<file path="src/rtl/flush_nibble_drain_if.sv">
// Flush-word input and nibble-stream output of the flush nibble drain.
// The master modport belongs to the word source and nibble sink; the slave modport belongs to the drain itself.
interface flush_nibble_drain_if;
   logic        flush_word_valid_i;
   logic [31:0] flush_word_i;
   logic        flush_word_ready_o;
   logic        nib_valid_o;
   logic [3:0]  nib_data_o;
   logic        nib_last_o;
   logic        nib_ready_i;

   modport master (
      output flush_word_valid_i,
      output flush_word_i,
      output nib_ready_i,
      input  flush_word_ready_o,
      input  nib_valid_o,
      input  nib_data_o,
      input  nib_last_o
   );

   modport slave (
      input  flush_word_valid_i,
      input  flush_word_i,
      input  nib_ready_i,
      output flush_word_ready_o,
      output nib_valid_o,
      output nib_data_o,
      output nib_last_o
   );
endinterface

</file>
<file path="src/rtl/flush_nibble_drain.sv">
// Flush nibble drain. It takes 32-bit flush words, strips the trailing pad
// nibbles, and replays the remaining nibbles one per cycle with a last marker.
// A word made only of pad nibbles is dropped and counted.
module flush_nibble_drain #(
   parameter logic [3:0] PAD   = 4'hC,
   parameter int         CNT_W = 8
) (
   input  logic                clk,
   input  logic                reset,
   flush_nibble_drain_if.slave bus,
   output logic [CNT_W-1:0]    word_cnt_o,
   output logic [CNT_W-1:0]    drop_cnt_o
);

   typedef enum logic {
      IDLE  = 1'b0,
      DRAIN = 1'b1
   } state_t;

   state_t           state_q, state_d;
   logic [31:0]      word_q, word_d;
   logic [3:0]       len_q, len_d;
   logic [2:0]       idx_q, idx_d;
   logic [CNT_W-1:0] word_cnt_q, word_cnt_d;
   logic [CNT_W-1:0] drop_cnt_q, drop_cnt_d;

   logic [3:0]       in_len;
   logic             nib_valid;
   logic [3:0]       nib_data;
   logic             nib_last;
   logic             word_ready;
   logic             accept;

   // Compute the real length of the incoming word: one plus the position of the highest non-pad nibble
   always_comb begin
      in_len = 4'd0;
      for (int k = 0; k < 8; k++) begin
         if (bus.flush_word_i[4*k +: 4] != PAD) begin
            in_len = 4'(k + 1);
         end
      end
   end

   // Drive the nibble stream from the held word, and take a new word when idle or on the final nibble's handshake
   always_comb begin
      nib_valid = (state_q == DRAIN);
      nib_data  = 4'd0;
      nib_last  = 1'b0;
      if (nib_valid) begin
         nib_data = word_q[{idx_q, 2'b00} +: 4];
         nib_last = ({1'b0, idx_q} == (len_q - 4'd1));
      end
      word_ready = (state_q == IDLE) | (nib_valid & bus.nib_ready_i & nib_last);
      accept     = bus.flush_word_valid_i & word_ready;
   end

   // Next-state logic: step through the held word, then load a new word or drop an all-pad word
   always_comb begin
      state_d    = state_q;
      word_d     = word_q;
      len_d      = len_q;
      idx_d      = idx_q;
      word_cnt_d = word_cnt_q;
      drop_cnt_d = drop_cnt_q;

      if (nib_valid && bus.nib_ready_i) begin
         if (nib_last) begin
            state_d = IDLE;
         end else begin
            idx_d = idx_q + 3'd1;
         end
      end

      if (accept) begin
         if (in_len != 4'd0) begin
            word_d     = bus.flush_word_i;
            len_d      = in_len;
            idx_d      = 3'd0;
            state_d    = DRAIN;
            word_cnt_d = word_cnt_q + CNT_W'(1);
         end else begin
            state_d = IDLE;
            if (drop_cnt_q != {CNT_W{1'b1}}) begin
               drop_cnt_d = drop_cnt_q + CNT_W'(1);
            end
         end
      end
   end

   // State and held-word registers; reset discards any partially drained word
   always_ff @(posedge clk or negedge reset) begin
      if (!reset) begin
         state_q    <= IDLE;
         word_q     <= 32'd0;
         len_q      <= 4'd0;
         idx_q      <= 3'd0;
         word_cnt_q <= '0;
         drop_cnt_q <= '0;
      end else begin
         state_q    <= state_d;
         word_q     <= word_d;
         len_q      <= len_d;
         idx_q      <= idx_d;
         word_cnt_q <= word_cnt_d;
         drop_cnt_q <= drop_cnt_d;
      end
   end

   assign bus.flush_word_ready_o = word_ready;
   assign bus.nib_valid_o        = nib_valid;
   assign bus.nib_data_o         = nib_data;
   assign bus.nib_last_o         = nib_last;
   assign word_cnt_o             = word_cnt_q;
   assign drop_cnt_o             = drop_cnt_q;

endmodule

</file>
<file path="src/flat_wrapper.sv">
// flat-port wrapper written by rule: the top's interface ports become plain ports
module flush_nibble_drain_flat 
#(
   parameter logic [3:0] PAD   = 4'hC,
   parameter int         CNT_W = 8
)
  (clk, reset, word_cnt_o, drop_cnt_o, bus_flush_word_valid_i, bus_flush_word_i, bus_nib_ready_i, bus_flush_word_ready_o, bus_nib_valid_o, bus_nib_data_o, bus_nib_last_o);
  flush_nibble_drain_if bus_i ();
  input  logic clk;
  input  logic reset;
  output logic [CNT_W-1:0] word_cnt_o;
  output logic [CNT_W-1:0] drop_cnt_o;
  input wire logic [$bits(bus_i.flush_word_valid_i)-1:0] bus_flush_word_valid_i;
  input wire logic [$bits(bus_i.flush_word_i)-1:0] bus_flush_word_i;
  input wire logic [$bits(bus_i.nib_ready_i)-1:0] bus_nib_ready_i;
  output wire logic [$bits(bus_i.flush_word_ready_o)-1:0] bus_flush_word_ready_o;
  output wire logic [$bits(bus_i.nib_valid_o)-1:0] bus_nib_valid_o;
  output wire logic [$bits(bus_i.nib_data_o)-1:0] bus_nib_data_o;
  output wire logic [$bits(bus_i.nib_last_o)-1:0] bus_nib_last_o;
  assign bus_i.flush_word_valid_i = bus_flush_word_valid_i;
  assign bus_i.flush_word_i = bus_flush_word_i;
  assign bus_i.nib_ready_i = bus_nib_ready_i;
  assign bus_flush_word_ready_o = bus_i.flush_word_ready_o;
  assign bus_nib_valid_o = bus_i.nib_valid_o;
  assign bus_nib_data_o = bus_i.nib_data_o;
  assign bus_nib_last_o = bus_i.nib_last_o;
  flush_nibble_drain #(.PAD(PAD), .CNT_W(CNT_W)) u_core (.clk(clk), .reset(reset), .bus(bus_i), .word_cnt_o(word_cnt_o), .drop_cnt_o(drop_cnt_o));
endmodule
</file>
<file path="config.mk">
export PLATFORM = sky130hd
export DESIGN_NAME = flush_nibble_drain_flat
export DESIGN_NICKNAME = d
export VERILOG_FILES = /design/src/rtl/flush_nibble_drain_if.sv /design/src/rtl/flush_nibble_drain.sv /design/src/flat_wrapper.sv
export SDC_FILE = /design/constraint.sdc
export NUM_CORES = 1
export LEC_CHECK = 0
export ABC_AREA = 1
export BUFFER_PORTS_ARGS = -buffer_cell sky130_fd_sc_hd__clkbuf_2
export CAP_MARGIN = 20
export CELL_PAD_IN_SITES_DETAIL_PLACEMENT = 0
export CELL_PAD_IN_SITES_GLOBAL_PLACEMENT = 1
export CORE_MARGIN = 4
export CORE_UTILIZATION = 35
export CTS_BUF_LIST = sky130_fd_sc_hd__clkbuf_8
export DETAILED_ROUTE_END_ITERATION = 6
export PLACE_DENSITY_LB_ADDON = 0.3
export SETUP_SLACK_MARGIN = 0.02
export SYNTH_ARGS = -nofsm -noshare
export SYNTH_HDL_FRONTEND = slang
export SYNTH_SLANG_ARGS = --single-unit
export TNS_END_PERCENT = 20
</file>
<file path="constraint.sdc">
create_clock -name clk -period 3.07 [get_ports clk]
set_input_delay 0.1535 -clock clk [delete_from_list [all_inputs] [get_ports clk]]
set_output_delay 0.1535 -clock clk [all_outputs]
set_load 0.1 [all_outputs]
</file>
Yosys cells after proc, flatten, opt, wreduce, memory -nomap -nowiden
Cells that the tools add are included.
{ "classes": {"addsub": 4, "eq_ne": 10, "n_shift": 1, "mux": 18, "n_bitwise": 6, "n_reduce_logical": 7} }
{ "op_table": {"columns": ["operator", "count"], "rows": [
  ["4-bit 2-to-1 mux", 8],
  ["4-bit inequality test, second input constant", 8],
  ["32-bit by 6-bit indexed part select with 4-bit output", 1],
  ["8-bit by 1-bit adder with 8-bit output, second input constant", 2],
  ["3-bit 2-to-1 mux", 4],
  ["8-bit inequality test, second input constant", 1],
  ["1-bit 2-to-1 mux", 6],
  ["3-bit by 4-bit == test with 1-bit output", 1],
  ["2-bit AND reduction", 2],
  ["2-bit nonzero test", 2],
  ["4-bit nonzero test", 1],
  ["4-bit by 1-bit subtractor with 4-bit output, second input constant", 1],
  ["3-bit by 1-bit adder with 3-bit output, second input constant", 1],
  ["1-bit bitwise AND", 3],
  ["3-bit AND reduction", 1],
  ["1-bit inverter", 2],
  ["1-bit logical AND", 1],
  ["1-bit bitwise OR", 1]
]} }
{ "totals": {"reg_bits": 56, "inputBits": 36, "output_inout_bits": 23} }

Depth between registers and ports, before layout
{ "depth": {"word_depth": 12, "depth_mapped": 14, "mapped_depth_nobuf": 14} }

Least setup slack after synthesis
Ideal clock, no wire load.
{ "synth_path": {"path_kind": "flip-flop to output port", "start": "register u_core.state_q (netlist: u_core.bus.nib_valid_o)", "end": "output bus_nib_data_o[0]", "arrival_ps": 2785, "required_time_ps": 2917, "path_slack_ps": 132, "path_stages_with_launch": 3, "path_buffers": 0, "cell_sequence": "dfrtp_1 o21ai_0 a31oi_1"} }
{ "synth_via": {"elab_chain_cells": 1} }
{ "synth_lines": {"columns": ["item", "line_no", "rtl"], "rows": [
  ["from (decl)", "flush_nibble_drain.sv:20", "state_t state_q, state_d;"],
  ["from (signal assigned)", "flush_nibble_drain.sv:100", "state_q <= state_d;"],
  ["4-bit 2-to-1 mux", "flush_nibble_drain.sv:49", "if (nib_valid) begin"],
  ["to (decl)", "flat_wrapper.sv:18", "output wire logic [$bits(bus_i.nib_data_o)-1:0] bus_nib_data_o;"]
]} }
Every way passes these cells.

Worst setup path in the final report
{ "layout_path": {"start": "register u_core.idx_q[0]", "end": "output bus_flush_word_ready_o"} }
{ "layout_via": {"elab_chain_cells": 4} }
{ "layout_lines": {"columns": ["item", "line_no", "rtl"], "rows": [
  ["from (decl)", "flush_nibble_drain.sv:23", "logic [2:0] idx_q, idx_d;"],
  ["from (signal assigned)", "flush_nibble_drain.sv:103", "idx_q <= idx_d;"],
  ["3-bit by 4-bit == test with 1-bit output", "flush_nibble_drain.sv:51", "nib_last = ({1'b0, idx_q} == (len_q - 4'd1));"],
  ["1-bit 2-to-1 mux", "flush_nibble_drain.sv:49", null],
  ["1-bit bitwise AND", "flush_nibble_drain.sv:53", "word_ready = (state_q == IDLE) | (nib_valid & bus.nib_ready_i & nib_last);"],
  ["1-bit bitwise OR", "flush_nibble_drain.sv:53", null],
  ["to (decl)", "flat_wrapper.sv:16", "output wire logic [$bits(bus_i.flush_word_ready_o)-1:0] bus_flush_word_ready_o;"]
]} }
Every way passes these cells.

==> flow_metrics.py <==
metrics = {
    "status": {
        "status": "complete, no violations",
    },
    "die": {
        "core_area_sq_mm": 0.00826,
        "dieWidth_um": 101,
        "floorplan.initialDensity_pct": 36.3,
        "die_y_um": 101,
        "num_io_pins": 59,
        "dieArea_sq_mm": 0.0101,
        "row_count": 33,
    },
    "synth": {
        "synth-edff-count": 0,
        "synth_area_leaders": "dfrtp_1 (47%), nand2_1 (19%), inv_1 (5.4%), nor2_1 (4.9%), o21ai_0 (4.7%)",
        "ys_seq_area_share_pct": 46.8,
        "synth-warning-count": 0,
        "synth_nets": 446,
        "synthFlopType": "dfrtp_1",
        "syn-instance-count": 406,
        "synth_seq_cells": 56,
        "async_reset_ff_share_pct": 100,
        "syn_area_sq_mm": 0.00300,
        "synth_top_area_share_pct": 46.8,
        "yosys.area.top_type": "dfrtp_1",
        "avgSynthCellArea_sq_um": 7.38,
        "synth.distinct_cells": 29,
    },
    "placed_design": {
        "port_buffers": 58,
        "dp_hpwl_mm": 5.54,
        "place.gp.congestion": 0.826,
    },
    "sta": {
        "rsz0062_at_grt": "false",
        "finalHoldViolations": 0,
        "relSlewSlack_pct": 50.6,
        "post-route-period-util_pct": 79.7,
        "tns_ns": 0,
        "clock_skew_ns": 0.0211,
        "max_freq_mhz": 409,
        "period_needed_ns": 2.45,
        "worst_slew_pin_slew_ns": 0.741,
        "maxSlewViolCount": 0,
        "setup_viol": 0,
    },
    "global_route": {
        "grt_pass1_wl_mm": 12.8,
        "grt_start_max_net_pins": 57,
        "grt-ovfl-total": 0,
        "grt_pass1_vias": 2595,
        "grt_use_met3_pct": 2.91,
        "grt-busiest-layer": "met2",
        "met1_usage_pct": 22.2,
        "grtUsageMet2_pct": 24.8,
        "track_usage_pct": 15.8,
        "antenna_found_initial": 0,
    },
    "layout": {
        "final_common_cell": "nand2_1",
        "area_growth_pct": 14.9,
        "antennaDiodeCount": 0,
        "nets": 500,
        "layout-drive-gt1-share_pct": 16.5,
        "final_cell_mix": "nand2_1 (151), clkbuf_2 (58), dfrtp_1 (56)",
        "num-fill-cells": 869,
    },
    "clocking": {
        "clk_latency_ns": 0.32,
        "post_cts_buffers": 0,
        "cts_root_buf": "clkbuf_8",
        "cts_buffers": 5,
        "htreeDepth": 2,
        "tritoncts": "yes",
        "clkSlewWorstSetupHoldPaths_ns": 0.12,
        "cts_buffer_depth": 2,
        "cts.sinks": 56,
    },
    "worst_setup_path": {
        "crit_fanout": 20,
        "crit_path_frequent_cell": "nand2_1",
        "worst_ep_required_time_ns": 2.92,
        "worstPathArrival_ns": 2.29,
        "slowest_stage": "dfrtp_1",
        "cp-start-kind": "register",
        "path_cells": "inv_4 > nand2_1 > nand2_1 > nor2_2 > nand4_2 > nand2_1 > clkbuf_2",
        "path_delay_family": "flip-flops",
        "path_class": "reg2out",
        "setup.worst_path.end_class": "output port",
        "crit_buf_inv": 2,
        "slowest_delay_ns": 0.75,
    },
    "power_and_ir_drop": {
        "p_comb_share_pct": 50.4,
        "power_mw": 3.37,
        "p_int_mw": 1.59,
        "p_leak_nw": 1.84,
        "swShare_pct": 52.9,
        "seqPwrFrac_pct": 36.9,
        "ir_drop_uv": 609,
        "switchingPower_mw": 1.78,
        "powerDensity_mw_per_mm2": 979,
        "clockPowerShare_pct": 12.8,
    },
    "route": {
        "routedWlPerCell_um": 13.3,
        "first_pass_iters": 4,
        "remaining_drc_errors": 0,
        "via_per_inst": 4.73,
        "drtIter0Drc": 113,
        "via_count": 2675,
        "ant_nets": 0,
        "drt_wl_total_mm": 7.53,
    },
    "worst_hold_path": {
        "hold_class": "in2reg",
    },
    "job": {
        "maxCapViolCount": 0,
    },
}
layer usage:
layer	wire, um	vias up
met1	3700	1216
met5	0	-
met3	368	9
li1	-	1390
met4	95	0
met2	3360	60
worst min-delay path: stages:
cell and delay, ns:
clkbuf_2 0.09, nand2_1 0.05, nand2_1 0.04
power groups by stage:
stage	sequential (mW)	clock [mW]	combinational, mW
final	1.24	0.430	1.70
after global routing	1.28	0.474	1.87
after CTS	1.24	0.446	1.72
after detailed placement	1.26	0	1.71
after global placement	1.26	0	1.69
after floorplan	1.36	0	1.26
synthesized netlist by cell type, types with 2 or more instances:
| library cell | instances |
|---|---|
| clkbuf_1 | 2 |
| inv_1 | 43 |
| a21oi_1 | 2 |
| xor2_1 | 4 |
| ha_1 | 4 |
| o22ai_1 | 4 |
| inv_4 | 2 |
| buf_2 | 6 |
| nor2_1 | 39 |
| nand4_1 | 11 |
| o21ai_1 | 8 |
| nor4_1 | 2 |
| o21ai_0 | 28 |
| nand3_1 | 18 |
| nand2_1 | 151 |
| buf_4 | 3 |
| a31oi_1 | 4 |
| nand3b_1 | 3 |
| nand2_2 | 2 |
| buf_6 | 3 |
| nor3_1 | 4 |
| dfrtp_1 | 56 |
final cells by class:
cell class	count	area, sq um	area share [%]
Multi-Input combinational cell	290	1320	38.4
Clock buffer	6	82.6	2.40
Tap cell	105	131	3.82
Sequential cell	56	1400	40.7
Inverter	46	178	5.16
Clock inverter	2	11.3	0.327
Timing Repair Buffer	61	315	9.16
sequential cells by signal (all words and copies together), names as in the netlist:
name and cells:
u_core.bus.nib_valid_o 1, u_core.drop_cnt_o 8, u_core.idx_q 3, u_core.len_q 4, u_core.word_cnt_o 8, u_core.word_q 32
logic make-up (layout without fill, tap and decap cells):
logic type | count (synthesis) | count (layout) | synth area share [%]
AOI/OAI and AO/OA | 48 | 48 | 8.65
xor gates and xnor gates | 5 | 5 | 1.46
adders and majority gates | 4 | 4 | 1.67
buffers and inverters | 60 | 115 | 9.06
DFF | 56 | 56 | 46.8
and+or+nand+nor | 233 | 233 | 32.4
per-stage QoR:
| stage | area, sq um | worst slack, ns | instances | utilization, % | hold WS, ns |
|---|---|---|---|---|---|
| 3_3_place_gp | 3340 | 0.772 | 557 | 40.4 | 0.350 |
| 4_1_cts | 3440 | 0.587 | 566 | 41.7 | 0.0342 |
| 5_1_grt | 3440 | 0.406 | 566 | 41.7 | 0.0469 |
| 3_5_place_dp | 3340 | 0.693 | 557 | 40.4 | 0.345 |
| 6_report | 3440 | 0.623 | 566 | 41.7 | 0.0345 |
| 2_1_floorplan | 3000 | 0.132 | 406 | - | -0.142 |
worst paths after layout:
kind	start	cells after the start	slack, ns	endpoint
worst max-delay path	u_core.idx_q[0]$_DFF_PN0_	7	0.62	bus_flush_word_ready_o
worst min-delay path	bus_flush_word_i[31]	3	0.03	u_core.word_q[31]$_DFFE_PN0P_
worst max register to register	u_core.idx_q[0]$_DFF_PN0_	10	0.69	u_core.word_q[16]$_DFFE_PN0P_
worst min register to register	u_core.word_q[19]$_DFFE_PN0P_	2	0.50	u_core.word_q[19]$_DFFE_PN0P_
max in group asynchronous	reset	3	2.06	u_core.idx_q[0]$_DFF_PN0_
min in group asynchronous	reset	3	0.47	u_core.word_q[15]$_DFFE_PN0P_
repair_timing:
action                    in CTS  in global routing
gates resized for setup        0                  0
hold buffers                   1                  0
hold endpoints to repair      12                  0
Power figures use the tool's default switching activity.
